## src/rtl/pipelined_adder_nbit_pkg.sv

```systemverilog
// ============================================================================
// pipelined_adder_nbit_pkg : mode encoding and default sizing for the adder
// Revision: 1.0
// ============================================================================
`default_nettype none

package pipelined_adder_nbit_pkg;

  localparam logic c_mode_add = 1'b0;
  localparam logic c_mode_sub = 1'b1;

  localparam int c_default_width = 64;
  localparam int c_default_chunk = 16;

endpackage

`default_nettype wire

```

## src/rtl/adder_chunk_stage.sv

```systemverilog
// ============================================================================
// adder_chunk_stage : one CHUNK-bit add slice with registered sum/carry/valid
// Revision: 1.0
// ============================================================================
`default_nettype none

module adder_chunk_stage
  import pipelined_adder_nbit_pkg::*;
#(
  parameter int CHUNK = c_default_chunk
) (
  input  logic             clk,
  input  logic             rst,
  input  logic             i_en,
  input  logic             i_valid,
  input  logic [CHUNK-1:0] i_a,
  input  logic [CHUNK-1:0] i_b,
  input  logic             i_sub,
  input  logic             i_cin,
  output logic             o_valid,
  output logic [CHUNK-1:0] o_sum,
  output logic             o_cout,
  output logic             o_ovf
);

  logic [CHUNK-1:0] w_b_eff;
  logic [CHUNK:0]   w_full;
  logic             w_c_into_msb;

  assign w_b_eff = (i_sub == c_mode_sub) ? ~i_b : i_b;
  assign w_full  = {1'b0, i_a} + {1'b0, w_b_eff} + {{CHUNK{1'b0}}, i_cin};

  // Recover the carry into the top bit from the sum bit and its operands
  assign w_c_into_msb = i_a[CHUNK-1] ^ w_b_eff[CHUNK-1] ^ w_full[CHUNK-1];

  always_ff @(posedge clk or posedge rst) begin
    if (rst) begin
      o_valid <= 1'b0;
      o_sum   <= '0;
      o_cout  <= 1'b0;
      o_ovf   <= 1'b0;
    end else if (i_en) begin
      o_valid <= i_valid;
      o_sum   <= w_full[CHUNK-1:0];
      o_cout  <= w_full[CHUNK];
      o_ovf   <= w_c_into_msb ^ w_full[CHUNK];
    end
  end

endmodule

`default_nettype wire

```

## src/rtl/pipelined_adder_nbit.sv

```systemverilog
// ============================================================================
// pipelined_adder_nbit : skewed, chunk-per-stage pipelined adder/subtractor
// Revision: 1.0
// ============================================================================
`default_nettype none

module pipelined_adder_nbit
  import pipelined_adder_nbit_pkg::*;
#(
  parameter int WIDTH = c_default_width,
  parameter int CHUNK = c_default_chunk
) (
  input  logic             clk,
  input  logic             rst,
  input  logic             in_valid,
  output logic             in_ready,
  input  logic [WIDTH-1:0] in_a,
  input  logic [WIDTH-1:0] in_b,
  input  logic             in_cin,
  input  logic             in_sub,
  output logic             out_valid,
  input  logic             out_ready,
  output logic [WIDTH-1:0] out_sum,
  output logic             out_cout,
  output logic             out_ovf,
  output logic             out_zero
);

  localparam int NUM_CHUNKS = WIDTH / CHUNK;

  if (CHUNK < 1 || WIDTH < CHUNK || (WIDTH % CHUNK) != 0) begin : g_bad_params
    $error("pipelined_adder_nbit: WIDTH must be a positive multiple of CHUNK");
  end

  logic                  w_adv;
  logic [NUM_CHUNKS-1:0] w_valid;
  logic [NUM_CHUNKS-1:0] w_cout;
  logic [NUM_CHUNKS-1:0] w_ovf;
  logic [CHUNK-1:0]      w_sum     [NUM_CHUNKS];
  logic [CHUNK-1:0]      w_aligned [NUM_CHUNKS];

  // The whole pipeline moves as one; a stalled output freezes every register
  assign w_adv    = !out_valid || out_ready;
  assign in_ready = w_adv;

  for (genvar k = 0; k < NUM_CHUNKS; k++) begin : g_lane
    logic [CHUNK-1:0] w_a;
    logic [CHUNK-1:0] w_b;
    logic             w_sub;
    logic             w_cin;
    logic             w_vin;

    if (k == 0) begin : g_head
      assign w_a   = in_a[CHUNK-1:0];
      assign w_b   = in_b[CHUNK-1:0];
      assign w_sub = in_sub;
      assign w_cin = in_cin;
      assign w_vin = in_valid;
    end else begin : g_skew
      logic [CHUNK-1:0] r_a [k];
      logic [CHUNK-1:0] r_b [k];
      logic [k-1:0]     r_sub;

      // Operand chunk k waits k cycles so it meets the carry of its own beat
      always_ff @(posedge clk or posedge rst) begin
        if (rst) begin
          for (int i = 0; i < k; i++) begin
            r_a[i] <= '0;
            r_b[i] <= '0;
          end
          r_sub <= '0;
        end else if (w_adv) begin
          r_a[0]   <= in_a[k*CHUNK +: CHUNK];
          r_b[0]   <= in_b[k*CHUNK +: CHUNK];
          r_sub[0] <= in_sub;
          for (int i = 1; i < k; i++) begin
            r_a[i]   <= r_a[i-1];
            r_b[i]   <= r_b[i-1];
            r_sub[i] <= r_sub[i-1];
          end
        end
      end

      assign w_a   = r_a[k-1];
      assign w_b   = r_b[k-1];
      assign w_sub = r_sub[k-1];
      assign w_cin = w_cout[k-1];
      assign w_vin = w_valid[k-1];
    end

    adder_chunk_stage #(
      .CHUNK (CHUNK)
    ) u_stage (
      .clk     (clk),
      .rst     (rst),
      .i_en    (w_adv),
      .i_valid (w_vin),
      .i_a     (w_a),
      .i_b     (w_b),
      .i_sub   (w_sub),
      .i_cin   (w_cin),
      .o_valid (w_valid[k]),
      .o_sum   (w_sum[k]),
      .o_cout  (w_cout[k]),
      .o_ovf   (w_ovf[k])
    );

    if (k == NUM_CHUNKS - 1) begin : g_tail
      assign w_aligned[k] = w_sum[k];
    end else begin : g_deskew
      localparam int DEPTH = NUM_CHUNKS - 1 - k;
      logic [CHUNK-1:0] r_d [DEPTH];

      always_ff @(posedge clk or posedge rst) begin
        if (rst) begin
          for (int i = 0; i < DEPTH; i++) begin
            r_d[i] <= '0;
          end
        end else if (w_adv) begin
          r_d[0] <= w_sum[k];
          for (int i = 1; i < DEPTH; i++) begin
            r_d[i] <= r_d[i-1];
          end
        end
      end

      assign w_aligned[k] = r_d[DEPTH-1];
    end
  end

  always_comb begin
    out_sum = '0;
    for (int k = 0; k < NUM_CHUNKS; k++) begin
      out_sum[k*CHUNK +: CHUNK] = w_aligned[k];
    end
  end

  assign out_valid = w_valid[NUM_CHUNKS-1];
  assign out_cout  = w_cout[NUM_CHUNKS-1];
  assign out_ovf   = w_ovf[NUM_CHUNKS-1];
  // Gated by valid so the flag reads 0 out of reset and across bubbles
  assign out_zero  = out_valid && (out_sum == '0);

endmodule

`default_nettype wire

```

## config.mk

```make
export PLATFORM = sky130hd
export DESIGN_NAME = pipelined_adder_nbit
export DESIGN_NICKNAME = d
export VERILOG_FILES = /design/src/rtl/pipelined_adder_nbit_pkg.sv /design/src/rtl/adder_chunk_stage.sv /design/src/rtl/pipelined_adder_nbit.sv
export SDC_FILE = /design/constraint.sdc
export NUM_CORES = 1
export LEC_CHECK = 0
export CORE_ASPECT_RATIO = 2
export CORE_MARGIN = 4
export CORE_UTILIZATION = 62
export DETAILED_ROUTE_END_ITERATION = 10
export GPL_TIMING_DRIVEN = 0
export MAX_ROUTING_LAYER = met4
export PLACE_DENSITY = 0.89
export SETUP_SLACK_MARGIN = 0.02
export SLEW_MARGIN = 20
export SYNTH_ARGS = -nofsm -noshare
export SYNTH_HDL_FRONTEND = slang
export SYNTH_HIERARCHICAL = 1
export SYNTH_SLANG_ARGS = --single-unit
export TNS_END_PERCENT = 5
```

## constraint.sdc

```tcl
create_clock -name clk -period 18.6 [get_ports clk]
set_input_delay 5.58 -clock clk [delete_from_list [all_inputs] [get_ports clk]]
set_output_delay 5.58 -clock clk [all_outputs]
set_load 0.01 [all_outputs]
```

==> After elaboration in Yosys (flattened, before gate mapping) <==
Index checks and enable logic that the tools add are counted.
{ "op_classes": {"add_sub_neg": 8, "n_bitwise": 7, "mux": 4, "n_reduce_logical": 4} }
{ "ops": {"columns": ["operator", "count"], "rows": [
  ["adder 16 x 16 -> 17 bit", 4],
  ["adder 17 x 1 -> 17 bit", 4],
  ["zero test 64 bit", 1],
  ["2-to-1 mux 16 bit", 4],
  ["NOT 16 bit", 4],
  ["XOR 1 bit", 3],
  ["logical AND 1 bit", 1],
  ["zero test 1 bit", 1],
  ["logical OR 1 bit", 1]
]} }
{ "totals": {"output_inout_bits": 69, "reg_bits": 367, "input_bits": 134, "word_cells": 57} }

==> Logic depth before layout (Yosys ltp) <==
Gate-level depths: netlist of run 1.
{ "logic_depth": {"depth_word": 6, "depth_mapped": 11} }

==> By module <==
The synthesis of run 1 kept the hierarchy.
{ "by_module_without_submodules": {"columns": ["mod", "seq_area_each_um2", "n_inst", "area_per_inst_um2", "cells_each"], "rows": [
  ["pipelined_adder_nbit", 7282.0, 1, 12570.8, 672],
  ["adder_chunk_stage at g_lane[2].u_stage ...", 475.5, 2, 1660.3, 170],
  ["adder_chunk_stage at g_lane[0].u_stage", 475.5, 1, 1694.1, 190],
  ["adder_chunk_stage at g_lane[1].u_stage", 475.5, 1, 1632.8, 167]
]} }

==> Least setup slack after synthesis of run 1 <==
No wires, ideal clock.
{ "synth_path": {"path_type": "in2out", "from": "input port out_ready", "to": "output port in_ready", "arrival_ns": 6.161, "setup_slack_ns": 6.859, "stages": 4, "cell_sequence": "nand2b_4 > buf_6 > buf_6 > buf_6"} }
{ "synth_between": {"elab_chain_len": 1} }
{ "synth_lines": {"columns": ["element", "line_no", "text"], "rows": [
  ["start, declared", "pipelined_adder_nbit.sv:22", "input logic out_ready,"],
  ["logical OR 1 bit", "pipelined_adder_nbit.sv:43", "assign w_adv = !out_valid || out_ready;"],
  ["end, declared", "pipelined_adder_nbit.sv:16", "output logic in_ready,"]
]} }
No other way between the ends.

==> Final worst setup path of run 1 <==
Same ends and word-level chain as after synthesis.

==> results of run 1 <==
## worst paths after layout
path,to,depth (start not counted),from,slack (ps)
setup / recovery,in_ready,6,out_ready,5610
hold / removal,g_lane[2].u_stage/o_sum[4],1,g_lane[2].u_stage/o_sum[4],490
setup reg to reg,g_lane[1].u_stage/o_sum[14],11,g_lane[2].g_skew.r_sub[0],14590
hold reg to reg,g_lane[2].u_stage/o_sum[4],1,g_lane[2].u_stage/o_sum[4],490
max in group asynchronous,g_lane[3].g_skew.r_b[46],4,rst,11910
min in group asynchronous,g_lane[3].g_skew.r_sub[1],2,rst,5610
## flip-flops by register name (all words and copies together), names as in the netlist, 3 cells and up
register	flops
g_lane.u_stage/o_sum	64
g_lane.g_skew.r_sub	3
g_lane.u_stage/o_cout	4
g_lane.u_stage/o_valid	4
g_lane.g_deskew.r_d	64
g_lane.w_a	32
g_lane.g_skew.r_a	64
g_lane.w_b	32
g_lane.g_skew.r_b	64
out_sum	32
## through the flow
stage,worst slack [ps],utilization [%]
6_report,5610,75.27
2_1_floorplan,4986,-
4_1_cts,5579,75.27
3_3_place_gp,1862,71.20
5_1_grt,5554,75.27
3_5_place_dp,5590,71.50
## power by group
group / internal (uW) / switching, uW / total (uW)
clock network: 421 / 298 / 719
registers: 1150 / 277 / 1430
logic: 1330 / 1140 / 2470
## worst max-delay path, cell delays in order
cell and delay, ps:
clkdlybuf4s50_1 460, nand2b_4 120, buf_6 130, buf_6 190
buf_6 320, clkdlybuf4s50_1 600
## cell usage in the layout (no fill, tap or decap), types with 29 or more instances in the layout
cell type / count
dfrtp_1: 364
mux2_4: 281
clkdlybuf4s50_1: 202
xor2_1: 79
ha_1: 60
mux2_2: 59
a21oi_1: 57
nand2_1: 48
nor2_1: 40
inv_1: 33
buf_4: 32
clkbuf_16: 31
xnor2_1: 29
## routing by layer
metal,routed length [um],GRT usage (%),vias to the layer above
li1,-,-,5287
met1,16190,28.83,5845
met2,24380,50.31,341
met3,1602,2.891,119
met4,2120,11.89,0
met5,0,-,-
## final cells by class
cell class	count	area share, %
Clock buffer	40	3.902
Tap cell	368	2.019
Timing Repair Buffer	205	9.230
Inverter	34	0.5927
Sequential cell	364	39.95
Multi-Input combinational cell	869	39.26
Buffer	89	3.940
Clock inverter	17	1.108
==> results.cfg, run 1 <==
[yosys]
syn_inst = 1356
synth_area_sq_mm = 0.01909
synth_warnings = 6
synth_nets = 1558
syn_area_per_cell_sq_um = 14.08

[pwr]
leakagePower_uw = 0.01070
p_per_area_mw_per_mm2 = 202.4
vdd_drop_max_v = 0.0001045
p_total_uw = 4615

[run_status]
status = completed

[final_layout]
regArea_sq_mm = 0.009109
drive_above_1_share_pct = 31.09
fin_area_sq_mm = 0.02280
n_antenna_cell = 0
area_delta_synth_final_pct = 19.46
nets = 1796
multi_input_area_sq_mm = 0.008951
fill_cells = 1821
instances_no_fill = 1986

[timing]
period_share_pct = 69.84
setup_viol = 0
fmax_mhz = 76.98
maxSlewViolCount = 0
finalSetupTns_ps = 0
skew_ps = 20.48
hold_slack_ps = 486.5
hold_viol = 0
slew_headroom_pct = 46.39
min_period_ps = 12990
worst_slew_pin_slew_ps = 804.1
rsz0062_at_grt = false

[placement]
portBuffers = 202
place_area_sq_mm = 0.02166
dp.cells = 1929
gp_congestion = 0.9060
dp_hpwl_um = 33460

[floorplanning]
io_pins = 203
fp.dieW_um = 132.1
die_h_um = 256.1
rows = 90
core-area_sq_mm = 0.03029
die-area_sq_mm = 0.03383
start_util_pct = 63.01

[route]
first_pass_iters = 7
vias = 11590
drt_wl_total_um = 44300
dr.first_iter.drc_count = 601
viasPerCell = 5.837
wl_per_cell_um = 22.31
detail-route-antenna-nets = 0
drc = 0

[clock_tree]
clk_pin_slew_worst_paths_ps = 70
cts_tree = built
cts_resized = 0
post-cts-setup-buffers = 0
cts_buffers = 31
cts.sinks = 364
holdBufCountCts = 0
cts.path.max_buffers = 3
clk_latency_ps = 580
clockRootBuffer = clkbuf_16
cts.htree.levels = 1

[grt]
grt_pass1_wl_um = 70850
grt_max_degree = 84
overflow = 0
grt_usage_pct = 27.11
antenna_found_initial = 0
grt_pass1_vias = 13020

[setup_path]
arrival_ps = 7410
start_kind = primary input
crit_type = in -> out
crit_required_ps = 13020
end_kind = output port
worstPathMaxFanout = 25

[min_path]
hp-class = reg -> reg

[job]
maxCapViolations = 0
Power figures use the tool's default switching activity.
==> run 2: changes to the inputs <==
- CORE_UTILIZATION: 62 -> 52
- PLACE_DENSITY: 0.89 -> 0.8
- clock period: 18.6 -> 10.8 ns (I/O delays scaled with it)
==> results.cfg, run 2 (synthesized netlist as in run 1, its figures left out) <==
[min_path]
hp-class = reg -> reg
whs_path_depth = 1

[timing]
skew_ps = 12.64
maxSlewViolCount = 0
worst_slew_pin_slew_ps = 807.1
min_period_ps = 8395
fmax_mhz = 119.1
rsz0062_at_grt = false
finalSetupTns_ps = 0
setup_viol = 0
slew_headroom_pct = 45.70
hold_viol = 0
period_share_pct = 77.74

[clock_tree]
holdBufCountCts = 0
cts_resized = 0
cts_tree = built
clk_pin_slew_worst_paths_ps = 60
post-cts-setup-buffers = 0
clockRootBuffer = clkbuf_16
cts.htree.levels = 2
clk_latency_ps = 520
cts.sinks = 364
cts_buffers = 35
cts.path.max_buffers = 3

[setup_path]
start_kind = primary input
crit_type = in -> out
end_kind = output port
reg2reg_slack_ps = 6780
worstPathMaxFanout = 25
path_cells = clkdlybuf4s50_1 > nand2b_4 > buf_6 > buf_6 > buf_6 > clkdlybuf4s50_1
reg2regPathDepth = 11
slowest_stage = clkdlybuf4s50_1
crit_required_ps = 7560
arrival_ps = 5160
cpPeakStageDelay_ps = 610
path_common_cell = buf_6

[placement]
portBuffers = 202
place_area_sq_mm = 0.02186
gp_congestion = 0.9014
dp_hpwl_um = 34500

[final_layout]
n_antenna_cell = 0
drive_above_1_share_pct = 30.96
nets = 1806
fin_area_sq_mm = 0.02301
area_delta_synth_final_pct = 20.56
final_cell_mix = dfrtp_1, mux2_4, clkdlybuf4s50_1
final_common_cell = dfrtp_1

[grt]
antenna_found_initial = 0
grt_usage_pct = 22.83
grt_pass1_vias = 12550
grt_pass1_wl_um = 69490
overflow = 0
grt_max_degree = 37

[job]
maxCapViolations = 0

[route]
wl_per_cell_um = 21.28
first_pass_iters = 5
viasPerCell = 5.446
vias = 11340
drt_wl_total_um = 44300
dr.first_iter.drc_count = 480
drc = 0
detail-route-antenna-nets = 0

[floorplanning]
die-area_sq_mm = 0.04002
start_util_pct = 52.41
fp.dieW_um = 143.5
rows = 99
io_pins = 203
core-area_sq_mm = 0.03642
die_h_um = 278.9

[pwr]
p_per_area_mw_per_mm2 = 344.4
vdd_drop_max_v = 0.0002314
leakagePower_uw = 0.01074

[run_status]
status = completed
-- run 2: cell types whose count changed in the layout (fill, tap and decap cells not counted), sizes merged --
| cell | before | now |
|---|---|---|
| buf | 77 | 83 |
| bufinv | 6 | 3 |
| clkinv | 5 | 4 |
| clkbuf | 55 | 65 |
| inv | 36 | 34 |
-- run 2: area by class of cell --
cell class              count  area (sq um)
multi-input cells         869          8951
flip-flops and latches    364          9109
clock buffers              50          1005
fillers                  2768         13410
plain buffers              89         898.4
well taps                 454         568.0
repair buffers            211          2202
inverters                  34         131.4
clock inverters            11         145.1
-- run 2: metal layers --
layer | part of all wire [%] | vias up | global-route usage (%)
met2 | 56 | 262 | 42.75
met1 | 38 | 5699 | 25.30
met5 | 0 | - | -
met3 | 3.2 | 71 | 2.262
met4 | 2.9 | 0 | 6.477
li1 | - | 5306 | -
-- run 2: metrics by stage --
stage          utilization, %  cells  power, uW  hold WS [ps]  worst slack [ps]
2_1_floorplan               -   1356       5477         451.9              3699
3_3_place_gp            59.53   2012       6571         472.5              1605
5_1_grt                 63.18   2082       8405         514.1              2345
6_report                63.18   2082       7924         500.6              2405
4_1_cts                 63.18   2082       7985         499.4              2381
3_5_place_dp            60.03   2021       6695         486.9              2359
-- run 2: critical path, delay by kind of cell --
kind          cells  cell delay, ps
simple gates      1             130
buf+inv           5            1760
-- run 2: worst paths after layout --
kind / to / start
min: g_lane[1].g_deskew.r_d[23] / g_lane[1].u_stage/o_sum[7]
max: in_ready / out_ready
min in group asynchronous: out_sum[10] / rst
max in group asynchronous: g_lane[3].g_skew.r_b[34] / rst
min reg2reg: g_lane[1].g_deskew.r_d[23] / g_lane[1].u_stage/o_sum[7]
max reg2reg: g_lane[1].u_stage/o_sum[14] / g_lane[2].g_skew.r_sub[0]
-- run 2: report_power, final --
part,total [uW],internal (uW),switching (uW)
Clock,1240,723,521
Combinational,4240,2290,1950
Sequential,2440,1980,465
Total,7920,4990,2930
==> run 3: changes to the inputs <==
- clock period: 10.8 -> 7.32 ns (I/O delays scaled with it)
==> results of run 3 <==
Same layout as run 2 (identical final DEF). Status: completed.
Among the figures that moved: setup slack after placement 2359 ps -> 966.9 ps; setup slack after layout 2405 ps -> 1013 ps; register-to-register setup slack 6780 ps -> 3300 ps; total power 7924 uW -> 11690 uW; worst IR drop on VDD 0.0002314 V -> 0.0003414 V
